[src/rtl/mips_ctrl_pkg.sv]
// Shared definitions for the MIPS run controller: FSM states, fixed sizes
// and the busy/done status encoding.
package mips_ctrl_pkg;

  localparam int RF_WORDS      = 32;
  localparam int CPURST_CYCLES = 2;

  typedef enum logic [2:0] {
    S_IDLE    = 3'd0,
    S_LOAD    = 3'd1,
    S_CPURST  = 3'd2,
    S_RUN     = 3'd3,
    S_DUMP_RF = 3'd4,
    S_DUMP_DM = 3'd5,
    S_DONE    = 3'd6
  } state_e;

  // {busy, done}
  typedef enum logic [1:0] {
    STAT_IDLE = 2'b00,
    STAT_DONE = 2'b01,
    STAT_BUSY = 2'b10
  } status_e;

  function automatic status_e status_of(input state_e s);
    case (s)
      S_IDLE:  return STAT_IDLE;
      S_DONE:  return STAT_DONE;
      default: return STAT_BUSY;
    endcase
  endfunction

endpackage

[src/rtl/dump_seq.sv]
// Result-stream sequencer shared by the register-file and data-memory dump
// phases. sel=0 walks the 32 registers (word 0 forced to zero), sel=1 walks
// the low DUMP_WORDS data-memory words and flags the final one as last.
// The index only moves on a handshake, so the read address and therefore
// the combinational read data stay put while the sink stalls.
module dump_seq
  import mips_ctrl_pkg::*;
#(
  parameter int DUMP_WORDS = 9,
  parameter int IDX_W      = 5
) (
  input  logic             clk,
  input  logic             rst_n,
  input  logic             active,
  input  logic             sel,
  input  logic             dump_ready,
  input  logic [31:0]      rf_rdata,
  input  logic [31:0]      dm_rdata,
  output logic [IDX_W-1:0] idx,
  output logic             dump_valid,
  output logic [31:0]      dump_data,
  output logic             dump_last,
  output logic             phase_end
);

  localparam logic [IDX_W-1:0] RF_LAST = IDX_W'(RF_WORDS - 1);
  localparam logic [IDX_W-1:0] DM_LAST = IDX_W'(DUMP_WORDS - 1);

  logic [IDX_W-1:0] idx_last;
  logic             hs;

  // Stream outputs and end-of-phase detect, all from the registered index.
  always_comb begin
    idx_last   = sel ? DM_LAST : RF_LAST;
    hs         = active & dump_ready;
    phase_end  = hs & (idx == idx_last);
    dump_valid = active;
    dump_last  = active & sel & (idx == DM_LAST);
    dump_data  = '0;
    if (active) begin
      if (sel)             dump_data = dm_rdata;
      else if (idx != '0)  dump_data = rf_rdata;
    end
  end

  // Index advances per accepted word and rewinds at each phase boundary.
  always_ff @(posedge clk or negedge rst_n) begin
    if (!rst_n)          idx <= '0;
    else if (!active)    idx <= '0;
    else if (phase_end)  idx <= '0;
    else if (hs)         idx <= idx + 1'b1;
  end

endmodule

[src/rtl/mips_run_ctrl.sv]
// Sequencing controller for the single-cycle MIPS core: program load,
// core reset pulse, counted run, then register-file and data-memory dump.
// Optional build macro RUN_TRACE_EN adds a registered PC/instruction trace
// of every enabled run cycle.
//
// state     | meaning
// S_IDLE    | waiting for start, core held in reset
// S_LOAD    | accepting program words into instruction memory
// S_CPURST  | core reset pulse, CPURST_CYCLES long
// S_RUN     | core clock enabled while the run counter is nonzero
// S_DUMP_RF | streaming register file, word 0 forced to zero
// S_DUMP_DM | streaming low data-memory words, last flagged
// S_DONE    | results delivered, waiting for next start
module mips_run_ctrl
  import mips_ctrl_pkg::*;
#(
  parameter int IM_AW      = 10,
  parameter int DUMP_WORDS = 9,
  parameter int CNT_W      = 16
) (
  input  logic             clk,
  input  logic             rst,
  input  logic             start,
  input  logic [CNT_W-1:0] run_cycles,
  input  logic             ld_valid,
  output logic             ld_ready,
  input  logic [31:0]      ld_data,
  input  logic             ld_last,
  output logic             im_we,
  output logic [IM_AW-1:0] im_addr,
  output logic [31:0]      im_wdata,
  output logic             cpu_rst,
  output logic             cpu_clk_en,
  output logic [4:0]       rf_raddr,
  input  logic [31:0]      rf_rdata,
  output logic [29:0]      dm_raddr,
  input  logic [31:0]      dm_rdata,
  output logic             dump_valid,
  input  logic             dump_ready,
  output logic [31:0]      dump_data,
  output logic             dump_last,
  output logic             busy,
  output logic             done
`ifdef RUN_TRACE_EN
  ,
  input  logic [31:0]      cpu_pc,
  input  logic [31:0]      cpu_instr,
  output logic             tr_valid,
  output logic [31:0]      tr_pc,
  output logic [31:0]      tr_instr
`endif
);

  localparam int IDX_W = $clog2((DUMP_WORDS > RF_WORDS) ? DUMP_WORDS : RF_WORDS);
  localparam int RC_W  = $clog2(CPURST_CYCLES + 1);

  state_e           state, state_nxt;
  logic [IM_AW-1:0] ld_addr;
  logic [CNT_W-1:0] run_cnt;
  logic [RC_W-1:0]  rst_cnt;
  logic             start_ok, ld_hs, ld_end;
  logic             dump_active, dump_sel, phase_end;
  logic [IDX_W-1:0] dump_idx;

  assign start_ok = start & ((state == S_IDLE) | (state == S_DONE));
  assign ld_hs    = ld_valid & (state == S_LOAD);
  // Loading stops on the tagged last word or when memory is full.
  assign ld_end   = ld_hs & (ld_last | (ld_addr == '1));

  // State register.
  always_ff @(posedge clk or negedge rst) begin
    if (!rst) state <= S_IDLE;
    else      state <= state_nxt;
  end

  // Next-state decode; a zero run count skips RUN entirely.
  always_comb begin
    state_nxt = state;
    case (state)
      S_IDLE, S_DONE: if (start_ok) state_nxt = S_LOAD;
      S_LOAD:         if (ld_end) state_nxt = S_CPURST;
      S_CPURST:       if (rst_cnt == '0) state_nxt = (run_cnt == '0) ? S_DUMP_RF : S_RUN;
      S_RUN:          if (run_cnt <= CNT_W'(1)) state_nxt = S_DUMP_RF;
      S_DUMP_RF:      if (phase_end) state_nxt = S_DUMP_DM;
      S_DUMP_DM:      if (phase_end) state_nxt = S_DONE;
      default:        state_nxt = S_IDLE;
    endcase
  end

  // Output decode from the registered state and counters.
  always_comb begin
    ld_ready    = (state == S_LOAD);
    im_we       = ld_hs;
    im_addr     = ld_addr;
    im_wdata    = ld_hs ? ld_data : '0;
    cpu_rst     = (state == S_IDLE) | (state == S_LOAD) | (state == S_CPURST);
    cpu_clk_en  = (state == S_RUN) & (run_cnt != '0);
    dump_active = (state == S_DUMP_RF) | (state == S_DUMP_DM);
    dump_sel    = (state == S_DUMP_DM);
    rf_raddr    = (state == S_DUMP_RF) ? dump_idx[4:0] : 5'd0;
    dm_raddr    = (state == S_DUMP_DM) ? {{(30 - IDX_W){1'b0}}, dump_idx} : 30'd0;
    {busy, done} = status_of(state);
  end

  // Load address, core-reset down-counter and run down-counter.
  always_ff @(posedge clk or negedge rst) begin
    if (!rst) begin
      ld_addr <= '0;
      run_cnt <= '0;
      rst_cnt <= '0;
    end else begin
      if (start_ok) begin
        ld_addr <= '0;
        run_cnt <= run_cycles;
      end else if (ld_hs) begin
        ld_addr <= ld_addr + 1'b1;
      end
      if (ld_end)                               rst_cnt <= RC_W'(CPURST_CYCLES - 1);
      else if (state == S_CPURST && rst_cnt != '0) rst_cnt <= rst_cnt - 1'b1;
      if (cpu_clk_en) run_cnt <= run_cnt - 1'b1;
    end
  end

  dump_seq #(
    .DUMP_WORDS (DUMP_WORDS),
    .IDX_W      (IDX_W)
  ) u_dump_seq (
    .clk        (clk),
    .rst_n      (rst),
    .active     (dump_active),
    .sel        (dump_sel),
    .dump_ready (dump_ready),
    .rf_rdata   (rf_rdata),
    .dm_rdata   (dm_rdata),
    .idx        (dump_idx),
    .dump_valid (dump_valid),
    .dump_data  (dump_data),
    .dump_last  (dump_last),
    .phase_end  (phase_end)
  );

`ifdef RUN_TRACE_EN
  // Capture PC/instruction of each enabled core cycle, visible one cycle later.
  always_ff @(posedge clk or negedge rst) begin
    if (!rst) begin
      tr_valid <= 1'b0;
      tr_pc    <= '0;
      tr_instr <= '0;
    end else begin
      tr_valid <= cpu_clk_en;
      if (cpu_clk_en) begin
        tr_pc    <= cpu_pc;
        tr_instr <= cpu_instr;
      end
    end
  end
`endif

endmodule

[config.mk]
export PLATFORM = sky130hd
export DESIGN_NAME = mips_run_ctrl
export DESIGN_NICKNAME = d
export VERILOG_FILES = /design/src/rtl/mips_ctrl_pkg.sv /design/src/rtl/dump_seq.sv /design/src/rtl/mips_run_ctrl.sv
export SDC_FILE = /design/constraint.sdc
export NUM_CORES = 1
export LEC_CHECK = 0
export CAP_MARGIN = 10
export CELL_PAD_IN_SITES_DETAIL_PLACEMENT = 1
export CELL_PAD_IN_SITES_GLOBAL_PLACEMENT = 1
export CORE_MARGIN = 2
export CORE_UTILIZATION = 25
export DETAILED_ROUTE_END_ITERATION = 10
export PLACE_DENSITY = 0.91
export SETUP_SLACK_MARGIN = 0.15
export SLEW_MARGIN = 0
export SYNTH_ARGS = -nofsm -noshare
export SYNTH_HDL_FRONTEND = slang
export SYNTH_SLANG_ARGS = --single-unit
[constraint.sdc]
create_clock -name clk -period 6.4 [get_ports clk]
set_clock_uncertainty 0.1 [all_clocks]
set_input_delay 0.64 -clock clk [delete_from_list [all_inputs] [get_ports clk]]
set_output_delay 0.64 -clock clk [all_outputs]
set_load 0.01 [all_outputs]
# == Word-level counts from Yosys, hierarchy flattened ==
# Index checks and enable logic that the tools add are counted.
# op_classes
magnitude_cmp,1
n_shift,0
muxes,25
n_addsub,4
bitwise,13
n_eq_ne,16
n_div,0
multipliers,0
reduce_logical,12
# op_table
cell,count
2-to-1 mux 32 bit,4
2-to-1 mux 16 bit,2
2-to-1 mux 5 bit,6
2-to-1 mux 3 bit,7
2-to-1 mux 10 bit,2
one-hot mux 3 bit (6 select lines),1
"less-or-equal comparator 16 x 1 -> 1 bit, second input constant",1
logical NOT 16 bit,1
nonzero test 16 bit,1
"subtractor 16 x 1 -> 16 bit, second input constant",1
"adder 10 x 1 -> 10 bit, second input constant",1
"equality test 10 bit, second input constant",1
"inequality test 2 bit, second input constant",5
"equality test 3 bit, second input constant",3
AND 1 bit,8
nonzero test 2 bit,4
"equality test 3 x 2 -> 1 bit, second input constant",2
AND reduction 6 bit,1
"adder 5 x 1 -> 5 bit, second input constant",1
"equality test 5 x 4 -> 1 bit, second input constant",1
equality test 5 bit,1
bitwise OR 1 bit,5
nonzero test 5 bit,1
2-to-1 mux 2 bit,2
other kinds (9),9
# totals
memories,0
mem_bits_rw,0
latchBits,0
word_cells,76
inputBits,118
ff_bits,36
mem_bits_ro,0

# == Logic depth before layout (Yosys ltp) ==
# depth
depth_word,6
ltp_mapped,8
ltp_nobuf,7

# == Modules after synthesis ==
# Synthesis repeated with hierarchy kept, for this count alone.
# unflattened
cells_unflattened,368
area_unflattened_um2,3169.3
# by_module_without_submodules
mod,cells_per_inst,area_per_inst_um2,n_inst
mips_run_ctrl,289,2408.6,1
dump_seq,79,760.7,1

# == Least setup slack after synthesis ==
# OpenSTA, ideal clock, no wires.
# synth_path
path_kind,input to output
startpoint,input port ld_valid
endpoint,output port im_wdata[22]
arrival_time_ns,1.635
t_required_ns,5.660
cell_stages,4
path_buffers,2
setup_slack_ns,4.025
cell_sequence,and4bb_1 > clkbuf_1 > clkbuf_1 > and2_1
# synth_between
elab_chain_len,2
# synth_rtl
element,line,rtl
"start, declared",mips_run_ctrl.sv:25,"input logic ld_valid,"
AND 1 bit,mips_run_ctrl.sv:66,assign ld_hs = ld_valid & (state == S_LOAD);
named net im_we,mips_run_ctrl.sv:29,"output logic im_we,"
2-to-1 mux 32 bit,mips_run_ctrl.sv:95,im_wdata = ld_hs ? ld_data : '0;
"end, declared",mips_run_ctrl.sv:31,"output logic [31:0] im_wdata,"
# The timed path passes the listed nets, and every way through them passes these cells.

# == Worst setup path in the final report ==
# layout_path
startpoint,register state[1]
endpoint,output port dump_data[30]
# layout_between
elab_chain_len,3
elab_cells_between_ends,5
classes_between,eq/ne: 2; mux: 2; bitwise: 1
# layout_rtl
element,line,rtl
"start, declared",mips_run_ctrl.sv:57,"state_e state, state_nxt;"
"start signal, assigned",mips_run_ctrl.sv:73,else state <= state_nxt;
equality test 3 bit (on tied branches),"mips_run_ctrl.sv:98, mips_run_ctrl.sv:99",
2-to-1 mux 32 bit or bitwise OR 1 bit (tied branches),"dump_seq.sv:41, mips_run_ctrl.sv:98",
2-to-1 mux 32 bit (*),dump_seq.sv:40,if (active) begin
"end, declared",mips_run_ctrl.sv:40,"output logic [31:0] dump_data,"
# Every way passes the cells marked *; elsewhere a longest branch is shown, timed or not.

==> out/metrics.yaml <==
clock_network:
  numCtsBuffers: 5
  clk_path_buf_depth: 2
  clock_latency_ns: 0.28
  clk_pin_slew_ns: 0.06
  clockRootBuffer: "clkbuf_16"
  cts_htree_levels: 2
  postCtsHoldBufs: 0
  ctsResizeCount: 0
  cts_setup_buffers: 0
  cts_sinks: 36
  cts_tree: "built"
floorplan:
  die_area_um2: 13200
  die_y_um: 114.9
  core_um2: 12010
  ios: 235
  start_util: 0.2559
  num_rows: 40
  die_x_um: 114.9
setup_path:
  arrival_ns: 3.04
  crit_path_start_kind: "flip-flop"
  endpoint_kind: "output port"
  cp.required_ns: 5.66
  rr_startpoint: "state[0]$_DFFE_PN0P_"
  r2r_end: "state[0]$_DFFE_PN0P_"
  timing.reg2reg.setup_slack_ns: 3.42
  worstSetupPathType: "reg2out"
  crit_fanout: 32
  r2r_cells: 5
timing:
  drv_slew: 0
  relSlewSlack: 0.2822
  setup-violations-final: 0
  rsz0062_at_grt: "false"
  worst_slack_ns: 2.624
  post-route-period-util: 0.5900
  max_freq_mhz: 264.8
  finalSetupTns_ns: 0
  final_hold_viol_count: 0
  whs_ns: 0.3684
  max_slew.worst_pin.slew_ns: 1.077
  period_needed_ns: 3.776
pwr:
  vdd_drop_max_v: 0.0001155
  switching_share: 0.3978
  power_mw: 1.496
  pwr-share-seq: 0.290
  p_sw_mw: 0.5949
  internal-power_mw: 0.9007
  power.density_nw_per_um2: 280.6
  p_leak_nw: 2.136
  pwr-share-clk: 0.183
  power_frac_comb: 0.527
yosys:
  synth_edf_count: 0
  async_reset_ff_frac: 1.000
  syn_inst: 354
  syn_avg_cell_area_um2: 8.684
  ys.flop_type: "dfrtp_1"
  post-synth-top-count-cell: "and2_1"
  yosys.area.top_type: "dfrtp_1"
  ys_ff_latch: 36
  synth_warnings: 0
  synthDistinctLibCells: 64
  synth_top_area_frac: 0.2930
  synth_area_um2: 3074
  synth_area_leaders: "dfrtp_1, a22o_1, and2_1"
  synth_common_cells: "and2_1, dfrtp_1, a22o_1"
  seq_area_frac_synth: 0.2930
cells_and_area:
  final_layout_size_suffix_gt1_frac: 0.05616
  postLayoutCoreUtil: 0.4438
  syn_to_final_growth_pct: 73.38
  nNetsFinal: 678
  num-fill-cells: 1381
  fin_area_um2: 5330
  final_cells: 700
place:
  place_congestion: 0.8555
  place_hpwl_um: 9683
  io_buffer_count: 209
  dp_slack_ns: 2.758
  placed_cell_area_um2: 5164
  dp.cells: 691
global_routing:
  grt_max_degree: 40
  grt_overflow_total: 0
  grt_pass1_vias: 3502
  grt_pass1_wl_um: 18370
  antenna_found_initial: 0
  track_usage: 0.1712
drt:
  dr_total_vias: 3430
  firstDrtPassIters: 4
  drc: 0
  drt_wl_total_um: 12080
  antenna_left: 0
  dr.first_iter.drc_count: 117
  vias_per_cell: 4.900
  post_drt_wl_per_cell_um: 17.25
hold_path:
  hold_class: "in2async"
outcome:
  outcome: "completed"
flow_run:
  drv_cap: 0
[area by class of cell]
type | count | area (um^2) | area share
timing repair buffer | 210 | 2095 | 0.3930
multi-input combinational | 285 | 1933 | 0.3627
sequential | 36 | 900.9 | 0.1690
tap | 147 | 183.9 | 0.03451
clock buffer | 6 | 128.9 | 0.02418
inverter | 13 | 51.30 | 0.009624
clock inverter | 2 | 35.03 | 0.006573
antenna | 1 | 2.502 | 0.0004695
[worst max-delay path by stage]
stage / startpoint / endpoint / slack (ns) / depth (start not counted)
2_1_floorplan: ld_valid / im_wdata[22] / 4.03 / 4
3_3_place_gp: ld_valid / im_wdata[15] / 2.88 / 4
5_1_grt: state[2]$_DFFE_PN0P_ / dump_data[30] / 2.35 / 5
3_5_place_dp: ld_valid / im_wdata[4] / 2.76 / 4
6_report: state[1]$_DFFE_PN0P_ / dump_data[30] / 2.62 / 5
4_1_cts: state[1]$_DFFE_PN0P_ / dump_data[30] / 2.61 / 5
[per-layer routing]
| metal | vias up | track usage | wire length (um) |
|---|---|---|---|
| met1 | 1666 | 0.2039 | 4889 |
| met5 | - | 0 | 0 |
| met4 | 0 | 0.04096 | 109 |
| met3 | 8 | 0.03110 | 734 |
| met2 | 132 | 0.3176 | 6341 |
| li1 | 1624 | - | - |
[sequential cells by signal, indices dropped and copies added (netlist names)]
signal and flops:
run_cnt 16, im_addr 10, u_dump_seq.idx 5, state 3, rst_cnt 2
[kinds of logic (layout without fill, tap and decap cells)]
family          Yosys count  after routing  share of synthesized area
compound gates           78             78                     0.2112
xor+xnor                 10             10                    0.02849
fa+ha+maj                 9              9                    0.03663
buf+inv                  57            231                     0.1074
flops                    36             36                     0.2930
mux                       8              8                    0.02808
other cells               1             26                   0.001220
simple gates            155            155                     0.2939
[cell usage in the layout (no fill, tap or decap), types with 15 or more instances in the layout]
cell,synthesis,routed
a22o_1,33,33
and2_1,39,39
clkdlybuf4s50_1,0,208
conb_1,1,25
dfrtp_1,36,36
nand2_1,25,25
nand3_1,15,15
nor2_1,24,24
[critical path, cell delays in order, from the launching register on]
cell             delay (ns)
dfrtp_1                0.54
nand2b_2               0.33
nor2_1                 0.21
o21a_1                 0.87
a22o_1                 0.27
clkdlybuf4s50_1        0.55
[power by group through the flow]
stage / Combinational (mW) / Clock [mW] / Sequential [mW]
final: 0.789 / 0.274 / 0.433
after detailed placement: 0.790 / 0 / 0.434
after global placement: 0.760 / 0 / 0.425
after global routing: 0.866 / 0.288 / 0.450
after CTS: 0.801 / 0.279 / 0.432
after floorplan: 0.501 / 0 / 0.386
Note: power is estimated with default switching activity, not from simulation.
